===== config.mk =====
export PLATFORM = sky130hd
export DESIGN_NAME = button_event_gen
export DESIGN_NICKNAME = d
export VERILOG_FILES = /design/src/rtl/button_event_gen.sv
export SDC_FILE = /design/constraint.sdc
export NUM_CORES = 1
export LEC_CHECK = 0
export BUFFER_PORTS_ARGS = -buffer_cell sky130_fd_sc_hd__buf_2
export CAP_MARGIN = 20
export CORE_ASPECT_RATIO = 1.75
export CORE_UTILIZATION = 60
export CTS_CLUSTER_DIAMETER = 150
export DETAILED_ROUTE_END_ITERATION = 6
export GPL_TIMING_DRIVEN = 0
export PLACE_DENSITY_LB_ADDON = 0.15
export SYNTH_ARGS = -nofsm -noshare
export SYNTH_HDL_FRONTEND = slang
export SYNTH_SLANG_ARGS = --single-unit

===== constraint.sdc =====
create_clock -name iclk -period 4.7 [get_ports iclk]
set_input_delay 0.94 -clock iclk [delete_from_list [all_inputs] [get_ports iclk]]
set_output_delay 0.94 -clock iclk [all_outputs]
set_load 0.005 [all_outputs]

===== src/rtl/button_event_gen.sv =====
// Turns a debounced button level into single-cycle press/release/long/repeat events.
// Optional double-click detection (GAP state, odouble) is enabled by defining BTN_DOUBLE_CLICK_EN.
module button_event_gen #(
    parameter int CLK_PER_TICK = 50000,
    parameter int LONG_TICKS   = 800,
    parameter int REP_TICKS    = 150,
    parameter int DBL_TICKS    = 300
) (
    input  logic iclk,
    input  logic irst_n,
    input  logic iin,
    output logic opress,
    output logic orelease,
    output logic olong,
    output logic orep,
    output logic oheld,
    output logic odouble
);

    localparam int MAX_LR = (LONG_TICKS > REP_TICKS) ? LONG_TICKS : REP_TICKS;
    localparam int MAX_T  = (MAX_LR > DBL_TICKS) ? MAX_LR : DBL_TICKS;
    localparam int CW     = $clog2(MAX_T + 1);
    localparam int PW     = $clog2(CLK_PER_TICK);

    typedef enum logic [1:0] {
        IDLE,
        HELD,
        REPEAT
`ifdef BTN_DOUBLE_CLICK_EN
        , GAP
`endif
    } state_t;

    state_t          state;
    logic            prev;
    logic [PW-1:0]   presc;
    logic [CW-1:0]   tick_cnt;
    logic            press_e;
    logic            release_e;
    logic            tick;
    logic [CW-1:0]   cnt_nxt;

    assign press_e   = iin & ~prev;
    assign release_e = ~iin & prev;
    assign tick      = (presc == PW'(CLK_PER_TICK - 1));
    assign cnt_nxt   = tick_cnt + 1'b1;

    always_ff @(posedge iclk) begin
        if (!irst_n) begin
            state    <= IDLE;
            prev     <= 1'b1;
            presc    <= '0;
            tick_cnt <= '0;
            opress   <= 1'b0;
            orelease <= 1'b0;
            olong    <= 1'b0;
            orep     <= 1'b0;
            oheld    <= 1'b0;
            odouble  <= 1'b0;
        end else begin
            prev     <= iin;
            opress   <= 1'b0;
            orelease <= 1'b0;
            olong    <= 1'b0;
            orep     <= 1'b0;
            odouble  <= 1'b0;
            case (state)
                IDLE: begin
                    presc    <= '0;
                    tick_cnt <= '0;
                    if (press_e) begin
                        opress <= 1'b1;
                        oheld  <= 1'b1;
                        state  <= HELD;
                    end
                end
                HELD: begin
                    // Release is tested first so it overrides a coincident threshold tick.
                    if (release_e) begin
                        orelease <= 1'b1;
                        oheld    <= 1'b0;
                        presc    <= '0;
                        tick_cnt <= '0;
`ifdef BTN_DOUBLE_CLICK_EN
                        state    <= GAP;
`else
                        state    <= IDLE;
`endif
                    end else if (tick) begin
                        presc <= '0;
                        if (cnt_nxt == CW'(LONG_TICKS)) begin
                            olong    <= 1'b1;
                            tick_cnt <= '0;
                            state    <= REPEAT;
                        end else begin
                            tick_cnt <= cnt_nxt;
                        end
                    end else begin
                        presc <= presc + 1'b1;
                    end
                end
                REPEAT: begin
                    if (release_e) begin
                        orelease <= 1'b1;
                        oheld    <= 1'b0;
                        presc    <= '0;
                        tick_cnt <= '0;
                        state    <= IDLE;
                    end else if (tick) begin
                        presc <= '0;
                        if (cnt_nxt == CW'(REP_TICKS)) begin
                            orep     <= 1'b1;
                            tick_cnt <= '0;
                        end else begin
                            tick_cnt <= cnt_nxt;
                        end
                    end else begin
                        presc <= presc + 1'b1;
                    end
                end
`ifdef BTN_DOUBLE_CLICK_EN
                GAP: begin
                    if (press_e) begin
                        opress   <= 1'b1;
                        odouble  <= 1'b1;
                        oheld    <= 1'b1;
                        presc    <= '0;
                        tick_cnt <= '0;
                        state    <= HELD;
                    end else if (tick) begin
                        presc <= '0;
                        if (cnt_nxt == CW'(DBL_TICKS)) begin
                            tick_cnt <= '0;
                            state    <= IDLE;
                        end else begin
                            tick_cnt <= cnt_nxt;
                        end
                    end else begin
                        presc <= presc + 1'b1;
                    end
                end
`endif
                default: begin
                    state    <= IDLE;
                    oheld    <= 1'b0;
                    presc    <= '0;
                    tick_cnt <= '0;
                end
            endcase
        end
    end

endmodule


After elaboration in Yosys (flattened, before gate mapping)
Index checks and enable logic that the tools add are counted.
{"block": "word_totals", "register_bits": 34, "inputBits": 3, "output_inout_bits": 6, "word_cells": 61}
{"block": "classes", "add_sub_neg": 2, "n_eq_ne": 11, "n_mux": 20, "bitwise_logic": 9, "n_reduce_logical": 10}
{"operator": "$mux W10", "count": 6}
{"operator": "$pmux W10 S2", "count": 1}
{"operator": "$add A16 B1 Y16 const B", "count": 1}
{"operator": "$eq A16 B16 Y1 const B", "count": 1}
{"operator": "$reduce_or A4 Y1", "count": 3}
{"operator": "$add A10 B1 Y10 const B", "count": 1}
{"operator": "$eq A10 B10 Y1 const B", "count": 1}
{"operator": "$eq A10 B8 Y1 const B", "count": 1}
{"operator": "$mux W2", "count": 5}
{"operator": "$ne A3 B3 Y1 const B", "count": 3}
{"operator": "$reduce_and A2 Y1", "count": 4}
{"operator": "$not A1 Y1", "count": 7}
{"operator": "$mux W1", "count": 6}
{"operator": "$pmux W2 S3", "count": 1}
{"operator": "$ne A2 B2 Y1 const B", "count": 2}
{"operator": "$reduce_and A4 Y1", "count": 1}
{"operator": "$and A1 B1 Y1", "count": 2}
{"operator": "$eq A2 B1 Y1 const B", "count": 1}
{"operator": "$eq A2 B2 Y1 const B", "count": 1}
{"operator": "$logic_not A2 Y1", "count": 1}
{"operator": "$ne A2 B1 Y1 const B", "count": 1}
{"operator": "$pmux W1 S2", "count": 1}
{"operator": "$reduce_or A2 Y1", "count": 1}

Depth between registers and ports, before layout
Gate-level depths: netlist (run 1).
{"block": "depth", "depth_word": 6, "depth_mapped": 9, "depth_no_buf": 9}

Worst setup path after synthesis (run 1)
OpenSTA, ideal clock, no wires.
{"block": "synth_path", "path_kind": "input port to flip-flop", "start": "input iin", "end": "register tick_cnt[5]", "setup_time_ns": 0.120, "arrival_ns": 2.226, "t_required_ns": 4.580, "path_slack_ns": 2.354, "stages": 7, "path_buffers": 0, "cell_sequence": "nand2b_1 > o21ai_0 > nor2b_1 > nor3_2 > a22oi_4 > nor3_2 > a211o_1"}
{"block": "synth_between", "elab_chain_cells": 4, "elab_cells_between_ends": 8, "classes_between": "2 x eq/ne; 3 x mux; 2 x bitwise; 1 x reduce/logical"}
{"item": "from (decl)", "line": "11", "source": "input logic iin,"}
{"item": "$not A1 Y1 *", "line": "44", "source": "assign release_e = ~iin & prev;"}
{"item": "$and A1 B1 Y1 *", "line": "44"}
{"item": "$mux W10, or another cell as far along", "line": "103", "source": "if (release_e) begin"}
{"item": "$pmux W10 S2 / $reduce_and A2 Y1 (equally long branches)"}
{"item": "to (signal assigned)", "line": "96", "source": "tick_cnt <= cnt_nxt;"}
{"item": "to (signal assigned)", "line": "115", "source": "tick_cnt <= cnt_nxt;"}
{"item": "to (decl)", "line": "37", "source": "logic [CW-1:0] tick_cnt;"}
Every way passes the cells marked *; elsewhere a longest branch is shown, timed or not.
A chain may end at the register's enable or synchronous reset.

Final worst setup path (run 1)
{"block": "layout_path", "start": "register tick_cnt[0]", "end": "register tick_cnt[5]"}
{"block": "layout_between", "elab_chain_cells": 6, "elab_cells_between_ends": 10, "classes_between": "1 x add/sub; 2 x eq/ne; 7 x mux"}
{"item": "$add A10 B1 Y10 *", "line": "46", "source": "assign cnt_nxt = tick_cnt + 1'b1;"}
{"item": "$eq A10 B8 Y1 / $eq A10 B10 Y1 (equally long branches)", "line": "111, 91"}
{"item": "$mux W10, on equally long branches", "line": "111, 91"}
{"item": "$mux W10, on equally long branches", "line": "109, 89"}
{"item": "$mux W10, on equally long branches", "line": "103, 79"}
{"item": "$pmux W10 S2 *", "line": "67", "source": "case (state)"}
Every way passes the cells marked *; elsewhere a longest branch is shown, timed or not. The select of a mux whose other input is x is not followed.

==> results of run 1 <==
[metal layers]
metal  share of wire, %  routed length, um
met5                  0                  0
met4                4.1                154
met3                2.0                 77
met2                 55               2090
met1                 39               1460
[metrics by stage]
step                power (mW)  util (%)  cell area, um^2  setup slack [ns]  instances
global placement         0.358      66.1             1930              2.07        256
CTS                      0.584      69.2             2030              2.15        264
finish                   0.581      69.2             2030              2.17        264
floorplan                0.346         -             1860              2.35        221
detailed placement       0.363      66.1             1930              2.01        256
global route             0.606      69.2             2030              1.89        264
[path summary, 6_finish.rpt]
kind,startpoint,cells past startpoint,slack (ns),to
worst max register to register,tick_cnt[0],8,2.17,tick_cnt[5]
worst min register to register,presc[0],1,0.50,presc[0]
worst min-delay path,presc[0],1,0.50,presc[0]
worst max-delay path,tick_cnt[0],8,2.17,tick_cnt[5]
[cells by family after synthesis]
group	count (synthesis)	share of synthesized area, %
AND/OR/NAND/NOR	106	29.9
multiplexers	3	1.88
flip-flops	34	36.5
other	1	0.201
buffers and inverters	17	4.77
AO/OA/AOI/OAI	36	14.0
XOR/XNOR	17	7.99
adder cells (fa/ha/maj)	7	4.70
[power groups by stage]
stage | Sequential, mW | Combinational, mW | Clock, mW
detailed placement | 0.306 | 0.0572 | 0
floorplan | 0.305 | 0.0413 | 0
global placement | 0.305 | 0.0533 | 0
global route | 0.300 | 0.0642 | 0.241
CTS | 0.300 | 0.0575 | 0.226
finish | 0.300 | 0.0578 | 0.223
[cell type report]
cell class	instances	area (um^2)	area share, %
timing repair buffer	7	35.0	1.73
inverter	8	30.0	1.48
tap	28	35.0	1.73
sequential	34	681	33.6
clock buffer	7	86.3	4.26
multi-input combinational	170	1090	54.0
buffer	9	58.8	2.90
clock inverter	1	5.00	0.247
[worst max-delay path, cell delays in order (launching register included)]
cell and delay [ns]:
dfxtp_1 0.41, ha_1 0.29, nand2_1 0.15, nor3_1 0.29, nand3_1 0.13, a2111o_1 0.48
a22oi_4 0.34, nor3_2 0.06, a211o_1 0.26
[registers in the layout, indices dropped and copies added (netlist names)]
name,count
presc,16
tick_cnt,10
state,2
oheld,1
olong,1
opress,1
orelease,1
orep,1
prev,1
[cells in the mapped netlist, types with 2 or more instances]
cell / count / area (um^2)
nor4bb_1: 2 / 20.0
a21o_1: 6 / 45.0
o21ai_1: 3 / 15.0
o21ai_0: 5 / 25.0
o22ai_1: 2 / 12.5
buf_2: 2 / 10.0
clkbuf_1: 2 / 7.51
xnor2_1: 6 / 52.6
mux2i_1: 2 / 20.0
nor2_1: 26 / 97.6
and3_1: 7 / 43.8
nand3_1: 8 / 40.0
nand2_1: 24 / 90.1
nor3b_1: 2 / 15.0
ha_1: 7 / 87.6
a211o_1: 2 / 17.5
nand4_1: 4 / 25.0
buf_4: 4 / 30.0
or3_1: 5 / 31.3
nand3_2: 2 / 20.0
dfxtp_1: 34 / 681
xor2_1: 11 / 96.3
nor3_1: 5 / 25.0
nand2b_1: 8 / 50.1
a31oi_1: 2 / 12.5
a21oi_1: 7 / 35.0
nor3_2: 3 / 30.0
inv_1: 8 / 30.0
and2_1: 3 / 18.8
==> flow_metrics.env, run 1 <==
export IMPL_outcome="finished, final reports clean"
export IMPL_setup_violations_final=0
export IMPL_slew_violations=0
export IMPL_dp_hpwl_mm=2.86
export IMPL_htreeDepth=2
export IMPL_cts_buffers=5
export IMPL_crit_path_end_kind="flop"
export IMPL_grt_ovfl_total=0
export IMPL_grt_pass1_wl_mm=6.22
export IMPL_clkSinkCount=34
export IMPL_diodes=0
export IMPL_cts_hold_buf=0
export IMPL_clk_pin_slew_ns=0.07
export IMPL_antenna_left=0
export IMPL_row_count=26
export IMPL_dieHeight_um=75.7
export IMPL_setup_tns_ns=0
export IMPL_async_reset_ff_share_pct=0
export IMPL_drc=0
export IMPL_syn_to_final_growth_pct=8.66
export IMPL_power_switching_uw=150
export IMPL_powerDensity_mw_per_mm2=287
export IMPL_grt_pass1_vias=1498
export IMPL_grt_max_degree=11
export IMPL_final_common_cell="dfxtp_1"
export IMPL_grtUsageTotal_pct=25.0
export IMPL_fin_skew_ns=0.0103
export IMPL_syn_area_per_cell_um2=8.44
export IMPL_netlist_area_mm2=0.00186
export IMPL_hold_viol=0
export IMPL_synth_edf_count=0
export IMPL_seqPwrFrac_pct=51.6
export IMPL_finalCritPeriodShare_pct=53.9
export IMPL_final_fill_count=240
export IMPL_path_max_fanout=10
export IMPL_pin_count=9
export IMPL_intPower_uw=431
export IMPL_dieArea_mm2=0.00334
export IMPL_syn_inst=221
export IMPL_p_clk_share_pct=38.4
export IMPL_use_met2_pct=47.2
export IMPL_clk_insertion_delay_late_ns=0.29
export IMPL_syn_num_nets=231
export IMPL_ys_types=48
export IMPL_core_area_mm2=0.00293
export IMPL_routabilityCongestion=0.961
export IMPL_initial_core_util_pct=63.7
export IMPL_switching_share_pct=25.8
export IMPL_drive_above_1_share_pct=13.1
export IMPL_rsz0062_at_grt="no"
export IMPL_period_needed_ns=2.53
export IMPL_hp_class="reg -> reg"
export IMPL_ctsResizeCount=0
export IMPL_combinationalPowerShare_pct=10.0
export IMPL_synthFlopType="dfxtp_1"
export IMPL_max_freq_mhz=395
export IMPL_clockBufferDepth=2
export IMPL_required_ns=4.88
export IMPL_crit_path_start_kind="flop"
export IMPL_ir_drop_mv=0.271
export IMPL_wl_per_cell_um=14.3
export IMPL_num_vias=1568
export IMPL_nets=245
export IMPL_final_cell_mix="34 x dfxtp_1, 26 x nor2_1, 24 x nand2_1, 11 x xor2_1, 9 x buf_2"
export IMPL_top_usage_layer="met2"
export IMPL_worstPathArrival_ns=2.72
export IMPL_gr_usage_met1_pct=24.4
export IMPL_grtUsageMet3_pct=4.50
export IMPL_maxCapViolations=0
export IMPL_yosys_register_bits=34
export IMPL_drt_pass1_iterations=4
export IMPL_antenna_found_initial=0
export IMPL_synth_seq_area_share_pct=36.5
export IMPL_synth_warnings=0
export IMPL_cts_setup_buffers=0
export IMPL_tritoncts="built"
export IMPL_path_class="reg -> reg"
export IMPL_io_buffer_count=7
export IMPL_p_leak_nw=0.777
export IMPL_die_x_um=44.1
export IMPL_fin_hold_ws_ns=0.495
export IMPL_drtIter0Drc=36
export IMPL_routed_wl_mm=3.78
export IMPL_root_buffer="clkbuf_8"
export IMPL_vias_per_cell=5.94
Note: power is estimated with default switching activity, not from simulation.
==> run 2, diff against run 1 <==
- clock period: 4.7 -> 2.6 ns (I/O delays scaled with it)
==> run 2 against run 1 <==
Net effect:
- combinational power grew 89%
- clock skew shrank 0.00055 ns
- sequential share of layout area shrank 0.75 points
- setup slack lost 2.0 ns
- clock-buffer cell count is the same
- final area grew 2.3%
- die area is the same
- critical path type unchanged
- largest cell class unchanged
- highest routed layer unchanged
==> flow_metrics.env, run 2 (synthesis gave the netlist of run 1 again) <==
export IMPL_drt_pass1_iterations=4
export IMPL_max_freq_mhz=418
export IMPL_htreeDepth=2
export IMPL_grt_ovfl_total=0
export IMPL_outcome="finished, final reports clean"
export IMPL_tritoncts="built"
export IMPL_seqPwrFrac_pct=51.5
export IMPL_hp_class="in -> reg"
export IMPL_combinationalPowerShare_pct=10.3
export IMPL_intPower_uw=782
export IMPL_period_needed_ns=2.39
export IMPL_r2r_setup_slack_ns=0.21
export IMPL_hold_viol=0
export IMPL_setup_tns_ns=0
export IMPL_final_fill_count=232
export IMPL_clockBufferDepth=2
export IMPL_die_x_um=44.1
export IMPL_wl_per_cell_um=14.4
export IMPL_grt_max_degree=11
export IMPL_finalCritPeriodShare_pct=92.1
export IMPL_antenna_left=0
export IMPL_routed_wl_mm=3.85
export IMPL_antenna_found_initial=0
export IMPL_vias_per_cell=5.97
export IMPL_slew_violations=0
export IMPL_setup_violations_final=0
export IMPL_clk_pin_slew_ns=0.07
export IMPL_r2r_cells=9
export IMPL_reg_largest_list="presc: 16 flops, tick_cnt: 10 flops, state: 2 flops"
export IMPL_num_vias=1595
export IMPL_drive_above_1_share_pct=15.1
export IMPL_path_class="reg -> reg"
export IMPL_power_total_mw=1.05
export IMPL_dpl_worst_slack_ns=0.0671
export IMPL_clkSinkCount=34
export IMPL_drtIter0Drc=43
export IMPL_cpMaxStageDelayCell="a2111o_1"
export IMPL_p_leak_nw=0.809
export IMPL_routabilityCongestion=0.961
export IMPL_fin_skew_ns=0.00972
export IMPL_root_buffer="clkbuf_8"
export IMPL_pin_count=9
export IMPL_worst_path_largest_cell_delay_ns=0.47
export IMPL_grt_pass1_wl_mm=6.22
export IMPL_grt_pass1_vias=1498
export IMPL_switching_share_pct=25.7
export IMPL_dieHeight_um=75.7
export IMPL_io_buffer_count=7
export IMPL_syn_to_final_growth_pct=11.1
export IMPL_fin_hold_ws_ns=0.442
export IMPL_cts_buffers=5
export IMPL_initial_core_util_pct=63.7
export IMPL_final_common_cell="dfxtp_1"
export IMPL_clk_insertion_delay_late_ns=0.29
export IMPL_p_clk_share_pct=38.1
export IMPL_largest_register="presc"
export IMPL_crit_path_end_kind="flop"
export IMPL_diodes=0
export IMPL_powerDensity_mw_per_mm2=508
export IMPL_finalWorstSetupSlack_ns=0.206
export IMPL_crit_chain="ha_2 -> nand2_1 -> nor3_4 -> nand3_1 -> a2111o_1 -> a22oi_4 -> buf_12 -> nor3_2 -> a211o_1"
export IMPL_hp_start="iin"
export IMPL_required_ns=2.78
export IMPL_dieArea_mm2=0.00334
export IMPL_worstPathArrival_ns=2.58
export IMPL_whs_path_depth=2
export IMPL_nets=248
export IMPL_final_util_pct=70.8
export IMPL_r2r_start="tick_cnt[0]"
export IMPL_grtUsageTotal_pct=25.0
export IMPL_r2r_end="tick_cnt[5]"
export IMPL_path_max_fanout=6
export IMPL_rsz0062_at_grt="no"
export IMPL_maxCapViolations=0
export IMPL_min_to="prev"
export IMPL_power_switching_uw=270
export IMPL_drc=0
export IMPL_row_count=26
export IMPL_crit_path_start_kind="flop"
export IMPL_largest_register_ffs=16
export IMPL_ir_drop_mv=0.490
export IMPL_dp_hpwl_mm=2.86
export IMPL_final_cell_mix="34 x dfxtp_1, 26 x nor2_1, 24 x nand2_1, 11 x xor2_1, 9 x buf_2"
export IMPL_core_area_mm2=0.00293
==> run 2: cell types whose count changed in the layout (fill, tap and decap cells not counted), sizes merged <==
cell | before | now
buf | 14 | 16
clkbuf | 9 | 10
==> run 2: worst max path at each step <==
stage	startpoint	endpoint	cells after the start
3_3_place_gp	tick_cnt[0]	tick_cnt[5]	8
6_report	tick_cnt[0]	tick_cnt[5]	9
5_1_grt	tick_cnt[0]	tick_cnt[5]	9
4_1_cts	tick_cnt[0]	tick_cnt[5]	8
2_1_floorplan	tick_cnt[0]	tick_cnt[5]	8
3_5_place_dp	tick_cnt[0]	tick_cnt[5]	8
==> run 2: what timing repair did <==
item / CTS / global route
hold buffers: 0 / 0
setup endpoints to repair: 0 / 8
setup buffers: 0 / 3
endpoints found under the hold margin: 0 / 0
resized for setup: 0 / 3
==> run 2: power by group through the flow <==
| stage | combinational (mW) | clock, mW | sequential, mW |
|---|---|---|---|
| after floorplan | 0.0746 | 0 | 0.552 |
| after global placement | 0.0963 | 0 | 0.551 |
| after detailed placement | 0.103 | 0 | 0.554 |
| after CTS | 0.104 | 0.409 | 0.542 |
| after global routing | 0.119 | 0.436 | 0.543 |
| final | 0.109 | 0.401 | 0.542 |
==> run 2: critical path, delay by kind of cell (launching register included) <==
kind,cells,cell delay [ns]
compound gates,3,0.98
fa+ha+maj,1,0.26
buf+inv,1,0.14
flops,1,0.42
simple gates,4,0.48
==> run 2: per-stage QoR <==
stage	std cells	area (um^2)
after global placement	256	1930
after floorplan	221	1860
final	267	2070
after detailed placement	256	1930
after CTS	264	2030
after global routing	267	2070
==> run 2: area by class of cell <==
type                    instances  area (um^2)  area share, %
plain buffers                   9         58.8           2.84
clock buffers                   7         86.3           4.17
clock inverters                 1         5.00          0.242
inverters                       8         30.0           1.45
multi-input cells             170         1110           53.5
flip-flops and latches         34          681           32.9
well taps                      28         35.0           1.69
repair buffers                 10         67.6           3.26
==> run 2: routing by layer <==
metal / GRT usage (%) / vias up / wire, um
met3: 4.50 / 15 / 83
li1: - / 797 / -
met2: 47.2 / 27 / 2140
met4: 14.5 / 0 / 154
met5: 0 / - / 0
met1: 24.4 / 756 / 1470
